[src/rtl/irq_controller_if.sv]
// Request/acknowledge link between the interrupt controller and the CPU control path.
interface irq_controller_if #(
    parameter int unsigned VECTOR_WIDTH = 16
);
    logic                    irq;
    logic [VECTOR_WIDTH-1:0] irq_vector;
    logic                    irq_ack;
    logic                    irq_return;

    modport master (
        input  irq,
        input  irq_vector,
        output irq_ack,
        output irq_return
    );

    modport slave (
        output irq,
        output irq_vector,
        input  irq_ack,
        input  irq_return
    );
endinterface

[src/rtl/irq_controller.sv]
// Prioritised, nestable interrupt controller driving the control path's single irq request.
// Edge/level capture, enable mask, fixed priority and an active-priority stack for nesting.
module irq_controller #(
    parameter int unsigned              NUM_IRQ       = 8,
    parameter int unsigned              VECTOR_WIDTH  = 16,
    parameter logic [VECTOR_WIDTH-1:0]  VECTOR_BASE   = 16'hFF00,
    parameter int unsigned              VECTOR_STRIDE = 2,
    parameter logic [NUM_IRQ-1:0]       EDGE_MASK     = '1,
    parameter int unsigned              MAX_NEST      = 4,
    localparam int unsigned             IDX_W         = (NUM_IRQ > 1) ? $clog2(NUM_IRQ) : 1,
    localparam int unsigned             DEPTH_W       = $clog2(MAX_NEST + 1)
) (
    input  logic               clock,
    input  logic               reset,
    input  logic [NUM_IRQ-1:0] irq_lines,
    input  logic               mask_write,
    input  logic [NUM_IRQ-1:0] mask_data,
    irq_controller_if.slave    cpu,
    output logic [NUM_IRQ-1:0] enable,
    output logic [NUM_IRQ-1:0] pending,
    output logic [DEPTH_W-1:0] nest_depth,
    output logic               spurious
);

    typedef enum logic {
        ST_IDLE,
        ST_REQ
    } state_t;

    state_t                  state_q, state_d;
    logic [NUM_IRQ-1:0]      line_q, line_d;
    logic [NUM_IRQ-1:0]      pending_q, pending_d;
    logic [NUM_IRQ-1:0]      enable_q, enable_d;
    logic                    irq_q, irq_d;
    logic [VECTOR_WIDTH-1:0] vector_q, vector_d;
    logic [IDX_W-1:0]        chan_q, chan_d;
    logic [IDX_W-1:0]        stack_q [MAX_NEST];
    logic [IDX_W-1:0]        stack_d [MAX_NEST];
    logic [DEPTH_W-1:0]      depth_q, depth_d;
    logic                    spurious_q, spurious_d;

    logic [NUM_IRQ-1:0]      set_vec;
    logic [NUM_IRQ-1:0]      clear_vec;
    logic [NUM_IRQ-1:0]      candidates;
    logic [IDX_W-1:0]        top_idx;
    logic                    stack_empty;
    logic                    stack_full;
    logic                    elig_valid;
    logic [IDX_W-1:0]        elig_idx;
    logic [VECTOR_WIDTH-1:0] elig_vector;

    // Eligibility: lowest pending&enabled channel that outranks the in-service top.
    always_comb begin
        line_d      = irq_lines;
        set_vec     = irq_lines & (~EDGE_MASK | ~line_q);
        stack_empty = (depth_q == '0);
        stack_full  = (depth_q >= DEPTH_W'(MAX_NEST));
        top_idx     = '0;
        for (int unsigned i = 0; i < MAX_NEST; i++) begin
            if (!stack_empty && (DEPTH_W'(i) == depth_q - DEPTH_W'(1))) begin
                top_idx = stack_q[i];
            end
        end
        candidates = pending_q & enable_q;
        elig_valid = 1'b0;
        elig_idx   = '0;
        for (int unsigned i = 0; i < NUM_IRQ; i++) begin
            if (!elig_valid && candidates[i] && (stack_empty || (IDX_W'(i) < top_idx))) begin
                elig_valid = 1'b1;
                elig_idx   = IDX_W'(i);
            end
        end
        if (stack_full) begin
            elig_valid = 1'b0;
        end
        elig_vector = VECTOR_WIDTH'(32'(VECTOR_BASE) + 32'(elig_idx) * VECTOR_STRIDE);
    end

    // Return is applied before a same-cycle ack so the push lands on the popped slot.
    always_comb begin
        state_d    = state_q;
        chan_d     = chan_q;
        irq_d      = irq_q;
        vector_d   = vector_q;
        enable_d   = mask_write ? mask_data : enable_q;
        spurious_d = spurious_q;
        stack_d    = stack_q;
        depth_d    = depth_q;
        clear_vec  = '0;

        if (cpu.irq_return) begin
            if (stack_empty) begin
                spurious_d = 1'b1;
            end else begin
                depth_d = depth_q - DEPTH_W'(1);
            end
        end

        case (state_q)
            ST_IDLE: begin
                irq_d = 1'b0;
                if (cpu.irq_ack) begin
                    spurious_d = 1'b1;
                end
                if (elig_valid) begin
                    state_d  = ST_REQ;
                    chan_d   = elig_idx;
                    vector_d = elig_vector;
                    irq_d    = 1'b1;
                end
            end
            ST_REQ: begin
                irq_d = 1'b1;
                if (cpu.irq_ack) begin
                    for (int unsigned i = 0; i < NUM_IRQ; i++) begin
                        if (IDX_W'(i) == chan_q) begin
                            clear_vec[i] = 1'b1;
                        end
                    end
                    for (int unsigned i = 0; i < MAX_NEST; i++) begin
                        if (DEPTH_W'(i) == depth_d) begin
                            stack_d[i] = chan_q;
                        end
                    end
                    depth_d = depth_d + DEPTH_W'(1);
                    state_d = ST_IDLE;
                    irq_d   = 1'b0;
                end
            end
            default: begin
                state_d = ST_IDLE;
                irq_d   = 1'b0;
            end
        endcase

        pending_d = (pending_q & ~clear_vec) | set_vec;
    end

    always_ff @(posedge clock or negedge reset) begin
        if (!reset) begin
            state_q    <= ST_IDLE;
            line_q     <= '0;
            pending_q  <= '0;
            enable_q   <= '0;
            irq_q      <= 1'b0;
            vector_q   <= '0;
            chan_q     <= '0;
            depth_q    <= '0;
            spurious_q <= 1'b0;
            for (int unsigned i = 0; i < MAX_NEST; i++) begin
                stack_q[i] <= '0;
            end
        end else begin
            state_q    <= state_d;
            line_q     <= line_d;
            pending_q  <= pending_d;
            enable_q   <= enable_d;
            irq_q      <= irq_d;
            vector_q   <= vector_d;
            chan_q     <= chan_d;
            depth_q    <= depth_d;
            spurious_q <= spurious_d;
            for (int unsigned i = 0; i < MAX_NEST; i++) begin
                stack_q[i] <= stack_d[i];
            end
        end
    end

    assign cpu.irq        = irq_q;
    assign cpu.irq_vector = vector_q;
    assign enable         = enable_q;
    assign pending        = pending_q;
    assign nest_depth     = depth_q;
    assign spurious       = spurious_q;

endmodule

[src/flat_wrapper.sv]
// flat-port wrapper written by rule: the top's interface ports become plain ports
module irq_controller_flat 
#(
    parameter int unsigned              NUM_IRQ       = 8,
    parameter int unsigned              VECTOR_WIDTH  = 16,
    parameter logic [VECTOR_WIDTH-1:0]  VECTOR_BASE   = 16'hFF00,
    parameter int unsigned              VECTOR_STRIDE = 2,
    parameter logic [NUM_IRQ-1:0]       EDGE_MASK     = '1,
    parameter int unsigned              MAX_NEST      = 4,
    localparam int unsigned             IDX_W         = (NUM_IRQ > 1) ? $clog2(NUM_IRQ) : 1,
    localparam int unsigned             DEPTH_W       = $clog2(MAX_NEST + 1)
)
  (clock, reset, irq_lines, mask_write, mask_data, enable, pending, nest_depth, spurious, cpu_irq, cpu_irq_vector, cpu_irq_ack, cpu_irq_return);
  irq_controller_if #(.VECTOR_WIDTH(VECTOR_WIDTH)) cpu_i ();
  input  logic clock;
  input  logic reset;
  input  logic [NUM_IRQ-1:0] irq_lines;
  input  logic mask_write;
  input  logic [NUM_IRQ-1:0] mask_data;
  output logic [NUM_IRQ-1:0] enable;
  output logic [NUM_IRQ-1:0] pending;
  output logic [DEPTH_W-1:0] nest_depth;
  output logic spurious;
  output wire logic [$bits(cpu_i.irq)-1:0] cpu_irq;
  output wire logic [$bits(cpu_i.irq_vector)-1:0] cpu_irq_vector;
  input wire logic [$bits(cpu_i.irq_ack)-1:0] cpu_irq_ack;
  input wire logic [$bits(cpu_i.irq_return)-1:0] cpu_irq_return;
  assign cpu_irq = cpu_i.irq;
  assign cpu_irq_vector = cpu_i.irq_vector;
  assign cpu_i.irq_ack = cpu_irq_ack;
  assign cpu_i.irq_return = cpu_irq_return;
  irq_controller #(.NUM_IRQ(NUM_IRQ), .VECTOR_WIDTH(VECTOR_WIDTH), .VECTOR_BASE(VECTOR_BASE), .VECTOR_STRIDE(VECTOR_STRIDE), .EDGE_MASK(EDGE_MASK), .MAX_NEST(MAX_NEST)) u_core (.clock(clock), .reset(reset), .irq_lines(irq_lines), .mask_write(mask_write), .mask_data(mask_data), .cpu(cpu_i), .enable(enable), .pending(pending), .nest_depth(nest_depth), .spurious(spurious));
endmodule
[config.mk]
export PLATFORM = sky130hd
export DESIGN_NAME = irq_controller_flat
export DESIGN_NICKNAME = d
export VERILOG_FILES = /design/src/rtl/irq_controller_if.sv /design/src/rtl/irq_controller.sv /design/src/flat_wrapper.sv
export SDC_FILE = /design/constraint.sdc
export NUM_CORES = 1
export LEC_CHECK = 0
export CAP_MARGIN = 20
export CORE_MARGIN = 5
export CORE_UTILIZATION = 49
export CTS_CLUSTER_SIZE = 25
export DETAILED_ROUTE_END_ITERATION = 6
export PLACE_DENSITY = 0.8
export SETUP_SLACK_MARGIN = 0.05
export SKIP_LAST_GASP = 1
export SYNTH_ARGS = -nofsm -noshare
export SYNTH_HDL_FRONTEND = slang
export SYNTH_SLANG_ARGS = --single-unit
export TNS_END_PERCENT = 100
[constraint.sdc]
create_clock -name clock -period 3.2 [get_ports clock]
set_input_delay 0.64 -clock clock [delete_from_list [all_inputs] [get_ports clock]]
set_output_delay 0.64 -clock clock [all_outputs]
set_load 0.02 [all_outputs]
==> metrics.yaml <==
synthesis:
  yosys_warnings: 0
  seq_area_frac_synth_pct: 48.7
  syn_avg_cell_area_um2: 10.5
  synth_area_leader_cell: "dfrtp_1"
  synth_ff_type: "dfrtp_1"
  synth_edf_count: 0
  synthCells: 220
  synth_area_leaders: "dfrtp_1 49%, mux2_2 9.3%, ha_1 5.4%"
  synth.lib_cells_used.distinct: 45
  syn-cell-area_um2: 2310
  netlist.area_leader.share_pct: 48.7
  synth-seq-cells: 45
  postSynth.asyncResetShare_pct: 100
timing:
  setup_tns_ns: 0
  post-route-period-util_pct: 83.6
  clock-skew-final_ns: 0.00844
  max-slew-margin-rel_pct: 53.8
  setup_viol: 0
  hold_violations: 0
  tightest_slew_ns: 0.676
  whs_ns: 0.140
  rsz0062_at_grt: "no"
  min_period_ns: 2.67
  slew_viol_final: 0
  setup_ws_ns: 0.525
  max_freq_mhz: 374
cells_and_area:
  n_antenna_cell: 0
  ff_latch_area_um2: 1130
  area_delta_synth_final_pct: 27.0
  final_cell_count_no_fill: 323
  layout-drive-gt1-share_pct: 13.0
  multi_input_area_um2: 1020
  final_util_pct: 63.0
  fill_cells: 384
  final_cell_area_um2: 2940
  final_nets: 299
run_status:
  status: "completed"
cts:
  clock_sinks: 45
  clk_path_buf_depth: 2
  post_cts_buffers: 0
  cts_tree: "done"
  cts_hold_buf: 0
  post_cts_resized: 0
  clk_latency_ns: 0.30
  h-tree-depth: 2
  cts_buffers: 5
  cts.clk_slew.worst_paths_ns: 0.08
  root_buffer: "clkbuf_8"
hold_path:
  hold_path.class: "input pin to async pin"
critical_path:
  r2r_slack_ns: 0.53
  r2r-start: "u_core.nest_depth[0]"
  rr_worst_depth: 9
  cp-end-kind: "flop"
  critPathMaxFanout: 6
  timing.rr.end: "u_core.chan_q[0]"
  critPathKind: "flop to flop"
  cp-start-kind: "flop"
  cp.arrival_ns: 2.89
  cp.required_ns: 3.41
route:
  vias: 1790
  post_drt_via_cell_ratio: 5.54
  ant_nets: 0
  dr.pass1.iters: 4
  wirelength_um: 5080
  drt-initial-drc-count: 172
  wl_per_cell_um: 15.7
  drcViolationCount: 0
floorplan:
  start_util_pct: 49.6
  die_area_um2: 6190
  core_um2: 4660
  die_x_um: 78.7
  die_y_um: 78.7
  io_pins: 58
  num_rows: 25
place:
  dp_hpwl_um: 3870
  gp_congestion: 0.870
  io_buffers: 52
  dpl_cell_area_um2: 2800
  dp_cells: 314
  preCtsSetupSlack_ns: 0.416
grt:
  grt_usage_pct: 17.7
  grt_pass1_vias: 1747
  antenna_found_initial: 0
  grt_pass1_wl_um: 8540
  grt_start_max_net_pins: 46
  grt_overflow: 0
power_and_ir_drop:
  total_power_mw: 2.59
  p_per_area_nw_per_um2: 881
  ir_drop_mv: 0.348
  leakage_nw: 1.29
job:
  cap_viol_max_count: 0
[registers in the layout, indices dropped and copies added (netlist names)]
name / count
u_core.enable: 8
u_core.line_q: 8
u_core.chan_q: 2
u_core.nest_depth: 3
u_core.state_q: 1
u_core.stack_q: 12
u_core.cpu.irq_vector: 2
u_core.pending: 8
u_core.spurious: 1
[cell usage after synthesis, types with 4 or more instances]
| cell | count |
|---|---|
| dfrtp_1 | 45 |
| o21ai_0 | 21 |
| mux2_2 | 19 |
| nand2_1 | 17 |
| inv_1 | 16 |
| a21oi_1 | 12 |
| buf_4 | 12 |
| ha_1 | 10 |
| nor2_1 | 7 |
| nand2b_1 | 6 |
| and3_1 | 4 |
[worst max-delay path, cell delays in order, from the launching register on]
cell	delay [ns]
dfrtp_1	0.40
inv_1	0.11
ha_1	0.27
nand3b_1	0.20
a21oi_1	0.27
a41oi_1	0.18
a2111oi_0	0.62
or3_1	0.22
o21ai_1	0.10
a21oi_1	0.22
[cell type report]
| class | count | share of cell area [%] |
|---|---|---|
| sequential | 45 | 38.3 |
| multi-input combinational | 146 | 34.9 |
| timing repair buffer | 54 | 18.5 |
| clock buffer | 7 | 2.94 |
| tap | 54 | 2.30 |
| inverter | 16 | 2.05 |
| clock inverter | 1 | 1.02 |
[placed cells by master, fill, tap and decap left out, types with 2 or more instances in the layout]
master | netlist | routed
xnor2_1 | 2 | 2
o211ai_1 | 2 | 2
o32ai_1 | 2 | 2
o21ai_0 | 21 | 21
dfrtp_1 | 45 | 45
nor2_1 | 7 | 7
nand2b_1 | 6 | 6
conb_1 | 1 | 5
ha_1 | 10 | 10
nor3_1 | 2 | 2
o21ai_1 | 3 | 3
and3_1 | 4 | 4
a22oi_1 | 3 | 3
a211oi_1 | 2 | 2
o31ai_1 | 3 | 3
a21o_1 | 2 | 2
a21oi_1 | 12 | 12
mux2_2 | 19 | 19
clkbuf_8 | 0 | 6
clkdlybuf4s50_1 | 0 | 51
nor2b_1 | 3 | 3
or3_1 | 2 | 2
inv_1 | 16 | 16
nand2_1 | 17 | 17
[how the worst max path moves through the flow]
stage                    startpoint                 to  cells after the start
2_1_floorplan  u_core.nest_depth[0]  u_core.stack_q[1]                     12
3_3_place_gp         cpu_irq_return  u_core.stack_q[2]                      8
3_5_place_dp         cpu_irq_return  u_core.stack_q[2]                      8
4_1_cts        u_core.nest_depth[0]  u_core.stack_q[2]                     11
5_1_grt        u_core.nest_depth[0]  u_core.stack_q[2]                     11
6_report       u_core.nest_depth[0]   u_core.chan_q[0]                      9
[power breakdown]
| group | leakage, nW | internal, mW | switching, mW | total, mW |
|---|---|---|---|---|
| clock | 0.0585 | 0.255 | 0.190 | 0.445 |
| combinational | 0.715 | 0.562 | 0.685 | 1.25 |
| sequential | 0.516 | 0.720 | 0.175 | 0.895 |
[logic make-up (layout without fill, tap and decap cells)]
| group | after synthesis | count (layout) | share of synthesized area, % |
|---|---|---|---|
| buffers and inverters | 33 | 78 | 7.68 |
| AND/OR/NAND/NOR | 52 | 52 | 12.4 |
| flip-flops | 45 | 45 | 48.7 |
| XOR/XNOR | 2 | 2 | 0.758 |
| adder cells (fa/ha/maj) | 10 | 10 | 5.41 |
| AO/OA/AOI/OAI | 57 | 57 | 15.2 |
| other | 1 | 5 | 0.162 |
| multiplexers | 20 | 20 | 9.69 |
[metal layers]
layer  global-route usage (%)  up-vias  wire length [um]
met4                     7.52        0                98
li1                         -      849                 -
met3                     4.65       12               313
met2                     28.9       58              2540
met5                        0        -                 0
met1                     22.1      871              2130
Note: power is estimated with default switching activity, not from simulation.
